--- src/rtl/mem_stage.sv ---
// Memory-access stage: EX/MEM register -> data-memory req/gnt/rvalid handshake -> registered MEM/WB.
// state       | meaning
// IDLE        | no access outstanding; aligned mem op issues its request combinationally
// WAIT_GNT    | request presented, waiting for grant; bus fields held stable
// WAIT_RVALID | request granted, waiting for the response
// HOLD        | response received while downstream stalled; result parked in hold_q

package mem_stage_pkg;
  typedef struct packed {
    logic       mem_read;
    logic       mem_write;
    logic [2:0] mem_size;
    logic       reg_write;
  } ctrl_t;

  typedef struct packed {
    logic        valid;
    logic [31:0] pc;
    logic [31:0] alu_res;
    logic [31:0] rs2_data;
    logic [4:0]  rd;
    ctrl_t       ctrl;
  } EX_MEM_t;

  typedef struct packed {
    logic        valid;
    logic [31:0] pc;
    logic [4:0]  rd;
    logic [31:0] alu_res;
    logic [31:0] load_data;
    ctrl_t       ctrl;
  } MEM_WB_t;
endpackage

module mem_stage
  import mem_stage_pkg::*;
(
  input  logic        clk,
  input  logic        rst,
  input  logic        stall_mem_i,
  input  logic        flush_mem_i,
  input  EX_MEM_t     ex_mem_i,
  output MEM_WB_t     mem_wb_o,
  output logic        stall_mem_o,
  output logic        misalign_o,
  output logic [31:0] misalign_addr_o,
  output logic        dmem_req_o,
  output logic        dmem_we_o,
  output logic [31:0] dmem_addr_o,
  output logic [3:0]  dmem_be_o,
  output logic [31:0] dmem_wdata_o,
  input  logic        dmem_gnt_i,
  input  logic        dmem_rvalid_i,
  input  logic [31:0] dmem_rdata_i
);

  typedef enum logic [1:0] {IDLE, WAIT_GNT, WAIT_RVALID, HOLD} state_t;

  state_t  state_q, state_d;
  EX_MEM_t req_q, bus_src;
  MEM_WB_t mem_wb_q, hold_q, wb_d, result;
  logic    kill_q, kill_d;
  logic    wb_we, hold_we, latch_req, bus_en;
  logic    mem_op, misaligned, misalign_evt;

  function automatic logic misaligned_f(input logic [1:0] a, input logic [1:0] sz);
    case (sz)
      2'b00:   return 1'b0;
      2'b01:   return a[0];
      default: return a != 2'b00;
    endcase
  endfunction

  function automatic logic [3:0] be_f(input logic [1:0] a, input logic [1:0] sz, input logic we);
    if (!we) return 4'hF;
    case (sz)
      2'b00:   return 4'b0001 << a;
      2'b01:   return a[1] ? 4'b1100 : 4'b0011;
      default: return 4'hF;
    endcase
  endfunction

  function automatic logic [31:0] wdata_f(input logic [31:0] d, input logic [1:0] sz, input logic we);
    if (!we) return '0;
    case (sz)
      2'b00:   return {4{d[7:0]}};
      2'b01:   return {2{d[15:0]}};
      default: return d;
    endcase
  endfunction

  function automatic logic [31:0] load_f(input logic [31:0] rdata, input logic [1:0] a,
                                         input logic [2:0] f3);
    logic [31:0] sh;
    sh = rdata >> {a, 3'b000};
    case (f3)
      3'b000:  return {{24{sh[7]}}, sh[7:0]};
      3'b001:  return {{16{sh[15]}}, sh[15:0]};
      3'b100:  return {24'h0, sh[7:0]};
      3'b101:  return {16'h0, sh[15:0]};
      default: return rdata;
    endcase
  endfunction

  assign mem_op       = ex_mem_i.valid & (ex_mem_i.ctrl.mem_read | ex_mem_i.ctrl.mem_write);
  assign misaligned   = misaligned_f(ex_mem_i.alu_res[1:0], ex_mem_i.ctrl.mem_size[1:0]);
  assign misalign_evt = (state_q == IDLE) & mem_op & misaligned & ~flush_mem_i;
  assign mem_wb_o     = mem_wb_q;

  // A flush arriving on the completion cycle kills the result just like an earlier one.
  always_comb begin
    result                = '0;
    result.valid          = req_q.valid & ~kill_q & ~flush_mem_i;
    result.pc             = req_q.pc;
    result.rd             = req_q.rd;
    result.alu_res        = req_q.alu_res;
    result.ctrl           = req_q.ctrl;
    result.ctrl.reg_write = req_q.ctrl.reg_write & ~req_q.ctrl.mem_write & result.valid;
    result.load_data      = req_q.ctrl.mem_write ? 32'h0 :
                            load_f(dmem_rdata_i, req_q.alu_res[1:0], req_q.ctrl.mem_size);
  end

  always_comb begin
    state_d             = state_q;
    kill_d              = kill_q;
    latch_req           = 1'b0;
    hold_we             = 1'b0;
    wb_we               = 1'b0;
    wb_d                = mem_wb_q;
    wb_d.valid          = 1'b0;
    wb_d.ctrl.reg_write = 1'b0;
    stall_mem_o         = 1'b0;
    dmem_req_o          = 1'b0;
    bus_en              = 1'b0;
    bus_src             = req_q;
    dmem_we_o           = 1'b0;
    dmem_addr_o         = '0;
    dmem_be_o           = '0;
    dmem_wdata_o        = '0;

    case (state_q)
      IDLE: begin
        kill_d = 1'b0;
        if (flush_mem_i) begin
          wb_we = 1'b1;
        end else if (mem_op && !misaligned && !rst) begin
          bus_src     = ex_mem_i;
          bus_en      = 1'b1;
          dmem_req_o  = 1'b1;
          stall_mem_o = 1'b1;
          latch_req   = 1'b1;
          wb_we       = ~stall_mem_i;
          state_d     = dmem_gnt_i ? WAIT_RVALID : WAIT_GNT;
        end else if (mem_op) begin
          wb_we = ~stall_mem_i;
        end else if (!stall_mem_i) begin
          wb_we          = 1'b1;
          wb_d.valid     = ex_mem_i.valid;
          wb_d.pc        = ex_mem_i.pc;
          wb_d.rd        = ex_mem_i.rd;
          wb_d.alu_res   = ex_mem_i.alu_res;
          wb_d.load_data = '0;
          wb_d.ctrl      = ex_mem_i.ctrl;
        end
      end
      WAIT_GNT: begin
        bus_en      = 1'b1;
        dmem_req_o  = 1'b1;
        stall_mem_o = 1'b1;
        wb_we       = ~stall_mem_i;
        if (flush_mem_i) kill_d = 1'b1;
        if (dmem_gnt_i) state_d = WAIT_RVALID;
      end
      WAIT_RVALID: begin
        bus_en = 1'b1;
        if (dmem_rvalid_i) begin
          kill_d = 1'b0;
          if (flush_mem_i || !stall_mem_i) begin
            wb_we   = 1'b1;
            wb_d    = result;
            state_d = IDLE;
          end else begin
            hold_we     = 1'b1;
            stall_mem_o = 1'b1;
            state_d     = HOLD;
          end
        end else begin
          stall_mem_o = 1'b1;
          wb_we       = ~stall_mem_i;
          if (flush_mem_i) kill_d = 1'b1;
        end
      end
      HOLD: begin
        bus_en = 1'b1;
        if (flush_mem_i) begin
          wb_we               = 1'b1;
          wb_d                = hold_q;
          wb_d.valid          = 1'b0;
          wb_d.ctrl.reg_write = 1'b0;
          state_d             = IDLE;
        end else if (!stall_mem_i) begin
          wb_we   = 1'b1;
          wb_d    = hold_q;
          state_d = IDLE;
        end else begin
          stall_mem_o = 1'b1;
        end
      end
      default: state_d = IDLE;
    endcase

    if (bus_en) begin
      dmem_we_o    = bus_src.ctrl.mem_write;
      dmem_addr_o  = {bus_src.alu_res[31:2], 2'b00};
      dmem_be_o    = be_f(bus_src.alu_res[1:0], bus_src.ctrl.mem_size[1:0], bus_src.ctrl.mem_write);
      dmem_wdata_o = wdata_f(bus_src.rs2_data, bus_src.ctrl.mem_size[1:0], bus_src.ctrl.mem_write);
    end
  end

  always_ff @(posedge clk) begin
    if (rst) begin
      state_q         <= IDLE;
      kill_q          <= 1'b0;
      req_q           <= '0;
      hold_q          <= '0;
      mem_wb_q        <= '0;
      misalign_o      <= 1'b0;
      misalign_addr_o <= '0;
    end else begin
      state_q    <= state_d;
      kill_q     <= kill_d;
      misalign_o <= misalign_evt;
      if (latch_req)    req_q           <= ex_mem_i;
      if (hold_we)      hold_q          <= result;
      if (wb_we)        mem_wb_q        <= wb_d;
      if (misalign_evt) misalign_addr_o <= ex_mem_i.alu_res;
    end
  end

endmodule

--- config.mk ---
export PLATFORM = sky130hd
export DESIGN_NAME = mem_stage
export DESIGN_NICKNAME = d
export VERILOG_FILES = /design/src/rtl/mem_stage.sv
export SDC_FILE = /design/constraint.sdc
export NUM_CORES = 1
export LEC_CHECK = 0
export ABC_CLOCK_PERIOD_IN_PS = 5000
export CAP_MARGIN = 20
export CORE_MARGIN = 1
export CORE_UTILIZATION = 52
export CTS_BUF_LIST = sky130_fd_sc_hd__clkbuf_4
export CTS_CLUSTER_SIZE = 16
export DETAILED_ROUTE_END_ITERATION = 10
export GPL_ROUTABILITY_DRIVEN = 0
export PLACE_DENSITY = 0.81
export SLEW_MARGIN = 20
export SYNTH_ARGS = -nofsm -noshare
export SYNTH_HDL_FRONTEND = slang
export SYNTH_SLANG_ARGS = --single-unit
export TNS_END_PERCENT = 100
--- constraint.sdc ---
create_clock -name clk -period 5 [get_ports clk]
set_clock_uncertainty 0.05 [all_clocks]
set_input_delay 1.5 -clock clk [delete_from_list [all_inputs] [get_ports clk]]
set_output_delay 1.5 -clock clk [all_outputs]
set_load 0.01 [all_outputs]
; ---- Yosys cells after proc, flatten, opt, wreduce, memory -nomap -nowiden
; Index checks and enable logic that the tools add are counted.
[totals]
out_inout_bits = 212
latch_bits = 0
elab_cells = 139
ramBits = 0
input_bits = 146
mem_bits_ro = 0
n_memories = 0
reg_bits = 360
[op_classes]
addsub = 0
n_reduce_logical = 16
n_div = 0
n_shift = 2
multipliers = 0
n_mux = 60
n_lt_le_gt_ge = 0
eq_ne = 17
n_bitwise = 13
[ops]
columns = operator, count
row1 = $mux W108, 8
row2 = $pmux W108 S3, 1
row3 = $mux W75, 3
row4 = $mux W32, 5
row5 = $pmux W32 S4, 1
row6 = $pmux W32 S2, 1
row7 = $shr A32 B5 Y16, 1
row8 = $mux W1, 21
row9 = $mux W2, 8
row10 = $mux W4, 4
row11 = $ne A2 B2 Y1 const B, 7
row12 = $reduce_and A9 Y1, 1
row13 = $and A1 B1 Y1, 8
row14 = $pmux W1 S4, 2
row15 = $pmux W2 S4, 1
row16 = $pmux W4 S2, 1
row17 = $eq A2 B1 Y1 const B, 3
row18 = $eq A3 B3 Y1 const B, 2
row19 = $logic_not A2 Y1, 3
row20 = $pmux W1 S2, 3
row21 = $reduce_bool A3 Y1, 2
row22 = $reduce_and A5 Y1, 1
row23 = $eq A2 B2 Y1 const B, 2
row24 = $not A1 Y1, 4
row25 = other kinds (12), 15

; ---- Logic depth before layout (Yosys ltp)
; Gate-level depths: netlist (run 1).
[logic_depth]
word_depth = 12
mapped_depth = 11
mapped_depth_nobuf = 7

; ---- Least setup slack after synthesis (run 1)
; No wires, ideal clock.
[synth_path]
path_type = input to output
startpoint = in ex_mem_i[2] (netlist name)
endpoint = out dmem_wdata_o[23]
path_slack_ns = 0.356
t_arrival_ns = 3.094
required_time_ns = 3.450
cell_stages = 7
path_buffers = 2
path_cell_list = buf_2 > a21oi_1 > o211ai_2 > clkbuf_1 > nand3_1 > a21o_1 > a221oi_1
[synth_between]
elab_chain_cells = 12
elab_cells_between_ends = 19
cone_classes = eq/ne (2) / mux (12) / reduce/logical (5)
[synth_lines]
columns = item, line
row1 = from (decl), 42  ; input EX_MEM_t ex_mem_i,
row2 = $eq A2 B1 Y1 / $logic_not A2 Y1 (equally long branches), 67  ; case (sz)
row3 = $pmux W1 S2, 67
row4 = $logic_not A1 Y1, 146  ; end else if (mem_op && !misaligned && !rst) begin
row5 = $logic_and A1 B1 Y1 (2 in a row), 146
row6 = $mux W75, 146
row7 = $mux W75, 144  ; if (flush_mem_i) begin
row8 = $mux W75, 141  ; case (state_q)
row9 = "$eq A2 B1 Y1, or another cell as far along", 85  ; case (sz)
row10 = $pmux W32 S2 / $mux W1 (equally long branches), "85, 212"
row11 = $mux W32, 85
row12 = $mux W32 (*), 212  ; if (bus_en) begin
row13 = to (decl), 51  ; output logic [31:0] dmem_wdata_o,
; Mark *: on every way between the ends. The rest lies on a longest branch, timed or not. The select of a mux whose other input is x is not followed.

; ---- Worst setup path after layout (run 1)
[layout_path]
startpoint = in ex_mem_i[5] (netlist name)
endpoint = out dmem_addr_o[11]
[layout_between]
elab_chain_cells = 8
elab_cells_between_ends = 11
cone_classes = mux (7) / bitwise (2) / reduce/logical (2)
[layout_lines]
columns = item, line
row1 = $or A1 B1 Y1 (*), 105  ; assign mem_op = ex_mem_i.valid & (ex_mem_i.ctrl.mem_read | ex_mem_i.ctrl.mem_write);
row2 = $and A1 B1 Y1 (*), 105
row3 = $logic_and A1 B1 Y1 (*) (2 in a row), 146
row4 = $mux W1 / $mux W75 (equally long branches), 146
row5 = $mux W1 / $mux W75 (equally long branches), 144
row6 = $pmux W1 S2 / $mux W75 (equally long branches), 141
row7 = $mux W32 (*), 212
row8 = to (decl), 49  ; output logic [31:0] dmem_addr_o,
; Mark *: on every way between the ends. The rest lies on a longest branch, timed or not.

==> summary.txt, run 1 <==
Run status
  • Status: complete, no violations

Routing
  • Initial drt markers: 1957
  • WL final: 53.0 mm
  • Routed vias/inst: 5.97
  • Drt wl/cell: 19.5 um
  • Number of remaining DRC errors: 0
  • DR vias: 16200
  • DRT Pass-1 Iters: 8
  • Antenna-violating nets left: 0

Pwr
  • Leak: 7.82 nW
  • PD cells: 315 mW/mm^2
  • Total power: 6.69 mW
  • VDD IR max: 246 uV

Clock tree
  • CTS buffer count: 91
  • Clock-pin slew on the worst setup and hold paths: 60 ps
  • Clock Path Buffers: 3
  • Clock root buffer: clkbuf_4
  • H-tree depth: 3
  • Worst-skew pair later-pin latency: 710 ps
  • CTS Sinks: 360
  • CTS tree: built
  • Post-CTS Hold Fix Bufs: 0

Synthesis
  • Synth top area cells: dfxtp_1 47%, nand2_1 12%, a21oi_1 6.6%, a222oi_1 4.8%, mux2i_1 3.3%
  • Yosys warning total: 0
  • Xor/xnor share of the synthesized area: 0%
  • Register area share after synthesis: 47.1%
  • Adder-Cell Fraction of Synth Area: 0.572%
  • EDFF count, synth: 0
  • Synth top cells by count: 487 x nand2_1, 360 x dfxtp_1, 202 x a21oi_1
  • Area of the mapped netlist: 0.0153 mm^2
  • Synth async-reset ratio: 0%
  • Compound-gate portion of the synthesized area: 22.9%
  • Syn Area/Cell: 8.19 um^2
  • FF+latch count, synth: 360
  • Main combinational cell family by area after synthesis: compound AO/OA/AOI/OAI gates
  • Simple-Gate Fraction of Synth Area: 19.3%
  • Post-synth top flop: dfxtp_1
  • Post-synthesis cell type count: 68
  • Synth area leader: dfxtp_1
  • Syn Inst Count: 1869
  • Share of the synthesized area in the top cell type: 47.1%
  • Multiplexer share of the synthesized area: 4.53%
  • Most instantiated library cell after synthesis: nand2_1

Setup path
  • Worst Path Max Fanout: 9
  • Worst Path Required: 3450 ps
  • Arrival @ worst endpoint: 3430 ps
  • R2r startpoint: state_q[0]
  • Setup crit end kind: output port
  • FF-to-FF setup slack: 1960 ps
  • Critical path class: input pin to output port
  • Worst Reg-to-Reg Cells: 8
  • Startpoint Class: input pin
  • Worst r2r dst: mem_wb_o[70]

Placed design
  • Placed cell area: 0.0194 mm^2
  • HPWL Detailed: 33.1 mm
  • Input/output buffers: 355

Global route
  • Initial antenna violation count: 5
  • Total GRT Usage: 33.5%
  • Vias in the first global route: 15400
  • Grt ovf: 0
  • Largest net degree at the start of global routing: 84
  • First-pass GRT wire length: 81.3 mm

Timing
  • Max_slew headroom: 34.1%
  • Final setup viols: 0
  • Final hold vios: 0
  • Slew @ Worst Pin: 984 ps
  • Fin crit share: 99.6%
  • Period minus WS final: 4980 ps
  • Slew Viols, Final: 0
  • Max frequency: 0.201 GHz
  • Unrepaired setup endpoints after global routing: yes
  • Setup TNS: 0 ps

Final layout
  • Nets@finish: 2408
  • Layout area overhead: 38.9%
  • Share of cells above drive strength 1: 14.8%
  • Post-route cell area: 0.0213 mm^2
  • Post-layout util: 73.6%

Floorplan
  • Boundary Pins: 358
  • Core area: 0.0289 mm^2
  • Die X: 174 um
  • Die height: 174 um
  • Initial Utilization: 53.0%
  • Die area: 0.0301 mm^2
  • Core Rows: 62

Worst hold path
  • Worst hold endpoint: mem_wb_o[42]
  • Worst hold stages: 2
  • HP Start: mem_wb_o[42]
  • Worst Hold Class: flip-flop to flip-flop

Flow run
  • Max Cap Viol: 0
worst max-delay path, cell delays in order:
cell and delay, ps:
clkdlybuf4s15_1 280, o21a_4 280, o211a_4 180, buf_12 160, buf_16 160, mux2i_4 190, nor2_1 110, clkdlybuf4s50_1 540
per-layer routing:
layer	GRT usage [%]	wire length [um]	part of all wire, %	up-vias
met1	41.4	20500	39	7683
met4	16.7	2440	4.6	0
met2	53.8	24700	47	923
li1	-	-	-	7431
met3	9.08	5370	10	168
met5	0	0	0	-
power by group:
part	switching (mW)	internal (mW)	leakage [nW]
Sequential	0.0458	2.93	2.90
Combinational	0.717	0.491	4.23
Clock	1.21	1.30	0.683
timing repair:
item,in CTS,in global routing
endpoints found under the setup margin,69,55
gates resized for setup,145,76
setup buffers,7,17
pin swaps,8,16
cloned,3,2
registers in the layout, indices dropped and copies added, names as in the netlist:
name	count
misalign_addr_o	32
kill_q	1
req_q	108
state_q	2
misalign_o	1
hold_q	108
mem_wb_o	108
worst max-delay path by stage:
stage                  from                to  cells after the start
6_report        ex_mem_i[5]   dmem_addr_o[11]                      8
5_1_grt         ex_mem_i[1]  dmem_wdata_o[31]                     10
4_1_cts        ex_mem_i[44]   dmem_addr_o[13]                      9
3_5_place_dp    ex_mem_i[2]  dmem_wdata_o[17]                      9
3_3_place_gp    ex_mem_i[5]  dmem_wdata_o[23]                      8
2_1_floorplan   ex_mem_i[2]  dmem_wdata_o[23]                      7
through the flow:
| stage | setup slack [ps] | hold WS [ps] | instances |
|---|---|---|---|
| final | 22.5 | 396 | 2714 |
| after global routing | -39.1 | 413 | 2712 |
| after CTS | -13.8 | 400 | 2691 |
| after detailed placement | -707 | 391 | 2519 |
| after global placement | -638 | 384 | 2519 |
| after floorplan | 356 | 381 | 1870 |
layout by cell type (no fill, tap or decap), drive strengths merged, types with 7 or more instances in the layout:
cell,instances
nand3b,9
o41ai,7
nand3,19
clkinv,31
dlymetal6s2s,17
nor2,117
clkbuf,142
or3,9
a21oi,202
o21ai,104
or2,8
nor3,19
nand2,488
o221ai,26
inv,38
buf,111
a222oi,73
dlygate4sd2,32
nand2b,8
mux2i,52
a211oi,10
a2bb2oi,7
ha,7
a221oi,24
clkdlybuf4s50,282
a32oi,7
dfxtp,360
o211a,8
nor2b,12
a221o,17
mux2,15
layout make-up:
class                      instances  area (um^2)
antenna                            5         12.5
clock buffer                     129          968
clock inverter                    34          198
fill                            2148         7600
inverter                          38          143
multi-input combinational       1304         7690
sequential                       360         7210
tap                              384          480
timing repair buffer             460         4560
kinds of logic (layout without fill, tap and decap cells):
family	count (synthesis)	count (layout)
AND/OR/NAND/NOR	713	713
AO/OA/AOI/OAI	515	515
flip-flops	360	360
buffers and inverters	206	661
multiplexers	67	67
adder cells (fa/ha/maj)	7	7
other	1	7
No activity file was read; power rests on OpenSTA's default activity.
==> run 2, diff against run 1 <==
ABC_CLOCK_PERIOD_IN_PS = 4450   (was 5000)
CORE_UTILIZATION = 47   (was 52)
PLACE_DENSITY = 0.77   (was 0.81)
clock period = 4.45 ns   (was 5 ns; I/O delays follow)
==> run 2 against run 1 <==
  * The run now ends with setup timing left
  * Non-clock buffer count rose by 25
  * Core utilization fell by 5.6 points
  * Clock power rose by 6%
  * Count of clock-buffer cells in the layout fell by 7
  * Worst setup slack got worse by 80 ps
  * Cell area rose by 1.9%
  * Cell count rose by 2.2%
  * First-iteration DRC count fell by 6.4%
  * Critical path depth rose by 2
  * Die area rose by 11%
  * Sequential share of layout area fell by 0.62 points
  * Register-to-register slack got worse by 350 ps
  * Largest power group unchanged
==> summary.txt, run 2 (synthesized netlist as in run 1, its figures left out) <==
Setup path
  • Arrival @ worst endpoint: 3120 ps
  • Worst Reg-to-Reg Cells: 6
  • Worst Path Max Fanout: 6
  • Startpoint Class: input pin
  • Setup crit end kind: output port
  • Critical path class: input pin to output port
  • Worst Path Required: 3060 ps

Global route
  • Grt ovf: 0
  • Vias in the first global route: 16000
  • Largest net degree at the start of global routing: 224
  • First-pass GRT wire length: 84.1 mm
  • Total GRT Usage: 31.5%
  • Initial antenna violation count: 5

Timing
  • Fin crit share: 101%
  • Slew @ Worst Pin: 1280 ps
  • Max_slew headroom: 15.0%
  • Final hold vios: 0
  • Fin worst setup slack: -57.4 ps
  • Max frequency: 0.222 GHz
  • Slew Viols, Final: 0
  • Period minus WS final: 4510 ps
  • Final setup viols: 6
  • Unrepaired setup endpoints after global routing: yes

Floorplan
  • Die X: 182 um
  • Core area: 0.0318 mm^2
  • Die area: 0.0333 mm^2
  • Initial Utilization: 48.1%
  • Core Rows: 65
  • Boundary Pins: 358
  • Die height: 182 um

Pwr
  • Leak: 7.73 nW
  • PD cells: 344 mW/mm^2
  • VDD IR max: 278 uV

Clock tree
  • H-tree depth: 3
  • Clock root buffer: clkbuf_4
  • Worst-skew pair later-pin latency: 750 ps
  • Clock-pin slew on the worst setup and hold paths: 60 ps
  • CTS buffer count: 92
  • CTS tree: built
  • CTS Sinks: 360
  • Clock Path Buffers: 3
  • Post-CTS Hold Fix Bufs: 0

Final layout
  • Nets@finish: 2434
  • Commonest cells after routing, fill and taps aside: 486 x nand2_1, 358 x dfxtp_1, 278 x clkdlybuf4s50_1
  • Layout area overhead: 41.5%
  • Post-layout util: 68.1%
  • Share of cells above drive strength 1: 17.5%
  • # fillers: 2479
  • Multi-input gate area: 0.00792 mm^2
  • Layout Cells excl Fill: 2773
  • FF/Latch Area: 0.00721 mm^2
  • Most common cell after layout, fill and taps aside: nand2_1

Routing
  • DRT Pass-1 Iters: 8
  • Initial drt markers: 1832
  • Drt wl/cell: 19.6 um
  • Number of remaining DRC errors: 0
  • Antenna-violating nets left: 0
  • WL final: 54.3 mm
  • Routed vias/inst: 5.83
  • DR vias: 16200

Placed design
  • Input/output buffers: 355
  • Dpl cells: 2590
  • Pre-CTS WS: -917 ps
  • HPWL Detailed: 33.7 mm

Run status
  • Failing checks: setup timing
  • Status: finished, violations left

Flow run
  • Max Cap Viol: 0

Worst hold path
  • Worst hold stages: 2
  • Worst Hold Class: flip-flop to flip-flop
[run 2: power by group]
| part | switching, mW | total, mW | internal [mW] |
|---|---|---|---|
| logic | 0.836 | 1.44 | 0.601 |
| registers | 0.0533 | 3.35 | 3.30 |
| clock network | 1.32 | 2.66 | 1.33 |
| total | 2.21 | 7.45 | 5.23 |
[run 2: what timing repair did]
item	4_1_cts	5_1_grt
setup endpoints to repair	69	68
gates cloned	6	1
gates resized for setup	300	70
buffers inserted	16	12
pin swaps	22	21
[run 2: routing by layer]
metal  part of all wire [%]  global-route usage (%)  up-vias
li1                       -                       -     7492
met1                     39                    37.1     7622
met2                     47                    50.8      872
met3                    9.7                    9.36      169
met4                    4.8                    18.9        0
met5                      0                       0        -
[run 2: worst max-delay path, cell delays in order]
cell      delay, ps
buf_8           100
nor3b_4         220
buf_6           140
o211ai_4         90
buf_6           130
mux2_4          350
buf_4           160
a211oi_4        230
o311a_1         220
buf_2           130
[run 2: final cells by class]
cell class	instances	area share, %
Antenna cell	5	0.0578
Timing Repair Buffer	485	22.0
Clock buffer	122	4.23
Sequential cell	360	33.3
Tap cell	435	2.51
Multi-Input combinational cell	1304	36.6
Inverter	38	0.659
Clock inverter	24	0.717
[run 2: worst paths after layout]
check / from / slack [ps] / endpoint
min reg2reg: req_q[46] / 390 / hold_q[41]
max: flush_mem_i / -60 / dmem_wdata_o[11]
min: req_q[46] / 390 / hold_q[41]
max reg2reg: state_q[0] / 1610 / mem_wb_o[7]
[run 2: per-stage QoR]
step / setup TNS [ps] / total power [mW] / instance area [um^2] / hold slack, ps
6_report: -242 / 7.45 / 21700 / 386
5_1_grt: -734 / 7.79 / 21700 / 410
4_1_cts: 0 / 7.43 / 21300 / 377
3_5_place_dp: -52520 / 4.68 / 19700 / 390
3_3_place_gp: -50950 / 4.66 / 19700 / 386
2_1_floorplan: 0 / 4.04 / 15300 / 381
==> run 3, diff against run 2 <==
ABC_CLOCK_PERIOD_IN_PS = 4100   (was 4450)
clock period = 4.1 ns   (was 4.45 ns; I/O delays follow)
==> run 3 against run 2 <==
  * The run still ends with setup timing left
  * First-iteration DRC count shrank 1.2%
  * Register-to-register slack worse by 260 ps
  * Power is 11% higher
  * Core utilization increased by 1.5 points
  * Critical endpoint is now dmem_wdata_o[25]
==> summary.txt, run 3 (synthesized netlist as in run 1, its figures left out) <==
Run status
  • Status: finished, violations left
  • Failing checks: setup timing

Global route
  • Initial antenna violation count: 3
  • First-pass GRT wire length: 86.1 mm
  • Vias in the first global route: 16100
  • Grt ovf: 0
  • Total GRT Usage: 32.5%
  • Largest net degree at the start of global routing: 83

Floorplan
  • Die height: 182 um
  • Core Rows: 65
  • Die X: 182 um
  • Initial Utilization: 48.1%
  • Die area: 0.0333 mm^2
  • Boundary Pins: 358
  • Core area: 0.0318 mm^2

Setup path
  • Startpoint Class: input pin
  • Worst Path Required: 2820 ps
  • Setup crit end kind: output port
  • Worst path cell trace: buf_8 -> nor3b_4 -> o211ai_4 -> buf_6 -> mux2_4 -> buf_6 -> a211oi_4 -> a21boi_2 -> buf_2
  • Worst setup path endpoint: dmem_wdata_o[25]
  • R2r startpoint: state_q[0]
  • Worst r2r dst: mem_wb_o[103]
  • Most used cell, CP: buf_6
  • Critical Path Max Stage Delay: 360 ps
  • Slowest library cell on the worst path: mux2_4
  • Crit-path leading delay family: compound AO/OA/AOI/OAI gates
  • Arrival @ worst endpoint: 3050 ps
  • CP Depth: 9
  • FF-to-FF setup slack: 1350 ps
  • Critical Path Start: flush_mem_i
  • Critical path class: input pin to output port
  • Worst Reg-to-Reg Cells: 7
  • Worst Path Max Fanout: 6
  • Buffers and inverters on the worst path: 4

Clock tree
  • H-tree depth: 3
  • Clock root buffer: clkbuf_4
  • Clock Path Buffers: 3
  • CTS tree: built
  • Worst-skew pair later-pin latency: 780 ps
  • CTS buffer count: 91
  • Clock-pin slew on the worst setup and hold paths: 70 ps
  • Post-CTS Hold Fix Bufs: 0
  • CTS Sinks: 360

Timing
  • WHS: 396 ps
  • Unrepaired setup endpoints after global routing: yes
  • Max_slew headroom: 27.0%
  • Max frequency: 0.231 GHz
  • Final setup viols: 33
  • Fin worst setup slack: -232 ps
  • Final hold vios: 0
  • Slew Viols, Final: 0
  • Period minus WS final: 4330 ps
  • Fin crit share: 106%
  • Slew @ Worst Pin: 1090 ps

Final layout
  • Most common cell after layout, fill and taps aside: nand2_1
  • Commonest cells after routing, fill and taps aside: 485 x nand2_1, 358 x dfxtp_1, 277 x clkdlybuf4s50_1
  • Layout area overhead: 44.6%
  • Share of cells above drive strength 1: 21.4%
  • Nets@finish: 2491
  • Post-route cell area: 0.0221 mm^2

Placed design
  • HPWL Detailed: 34.7 mm
  • Placed cell area: 0.0197 mm^2
  • Input/output buffers: 355

Routing
  • Number of remaining DRC errors: 0
  • DR vias: 16800
  • DRT Pass-1 Iters: 10
  • Initial drt markers: 1810
  • Routed vias/inst: 5.94
  • Drt wl/cell: 20.2 um
  • WL final: 57.2 mm
  • Antenna-violating nets left: 0

Worst hold path
  • Worst Hold Class: flip-flop to flip-flop

Pwr
  • Leak: 7.95 nW
  • Total power: 8.26 mW
  • VDD IR max: 305 uV
  • PD cells: 373 mW/mm^2

Flow run
  • Max Cap Viol: 0
[run 3: cell count changes in the layout (fill, tap and decap cells not counted), moves of 4 or more]
cell / before / now
buf_4: 90 / 140
clkbuf_2: 2 / 31
dlygate4sd2_1: 29 / 5
clkbuf_4: 122 / 129
clkinv_1: 18 / 12
mux2i_4: 23 / 29
buf_12: 16 / 21
buf_8: 2 / 7
mux2i_1: 20 / 16
or2_4: 2 / 6
[run 3: worst min-delay path by stage]
stage / start / endpoint / slack, ps / depth (start not counted)
finish: req_q[8] / hold_q[72] / 400 / 2
global route: mem_wb_o[33] / mem_wb_o[33] / 410 / 2
CTS: mem_wb_o[24] / mem_wb_o[24] / 400 / 2
detailed placement: mem_wb_o[44] / mem_wb_o[44] / 390 / 2
global placement: mem_wb_o[65] / mem_wb_o[65] / 390 / 2
floorplan: req_q[37] / req_q[37] / 380 / 2
[run 3: area by class of cell]
cell class              instances  area [um^2]
multi-input cells            1304         8020
diodes                          3         7.51
flip-flops and latches        360         7210
fillers                      2391         9670
repair buffers                543         5140
inverters                      38          149
clock buffers                 129          968
well taps                     435          544
clock inverters                17         95.1
[run 3: worst register-to-register path, delay by kind of cell (launching register included)]
family          cells  cell delay, ps
flops               1             310
buf+inv             2             670
fa+ha+maj           1             410
compound gates      2             350
simple gates        2             910
[run 3: metal layers]
metal	track usage [%]	vias to the layer above	routed length [um]
met4	18.6	0	3050
met1	39.0	7974	21600
met3	8.72	216	5730
met2	52.7	1032	26900
li1	-	7590	-
met5	0	-	0
[run 3: power breakdown]
group	total (mW)	internal [mW]	switching, mW
registers	3.64	3.58	0.0582
logic	1.68	0.719	0.959
clock network	2.95	1.49	1.46
[run 3: per-stage QoR]
step / cells / TNS (ps) / setup WS (ps) / utilization (%)
3_5_place_dp: 2604 / -57250 / -1190 / 62.1
5_1_grt: 2829 / -3750 / -238 / 69.6
2_1_floorplan: 1870 / 0 / 17.5 / -
6_report: 2829 / -2810 / -232 / 69.6
3_3_place_gp: 2604 / -56150 / -1110 / 62.1
4_1_cts: 2811 / -978 / -97.4 / 68.6
[run 3: repair_timing]
item / 4_1_cts / 5_1_grt
buffers inserted: 57 / 19
pin swaps: 32 / 23
endpoints found under the setup margin: 69 / 66
resized for setup: 344 / 117
gates cloned: 5 / 1
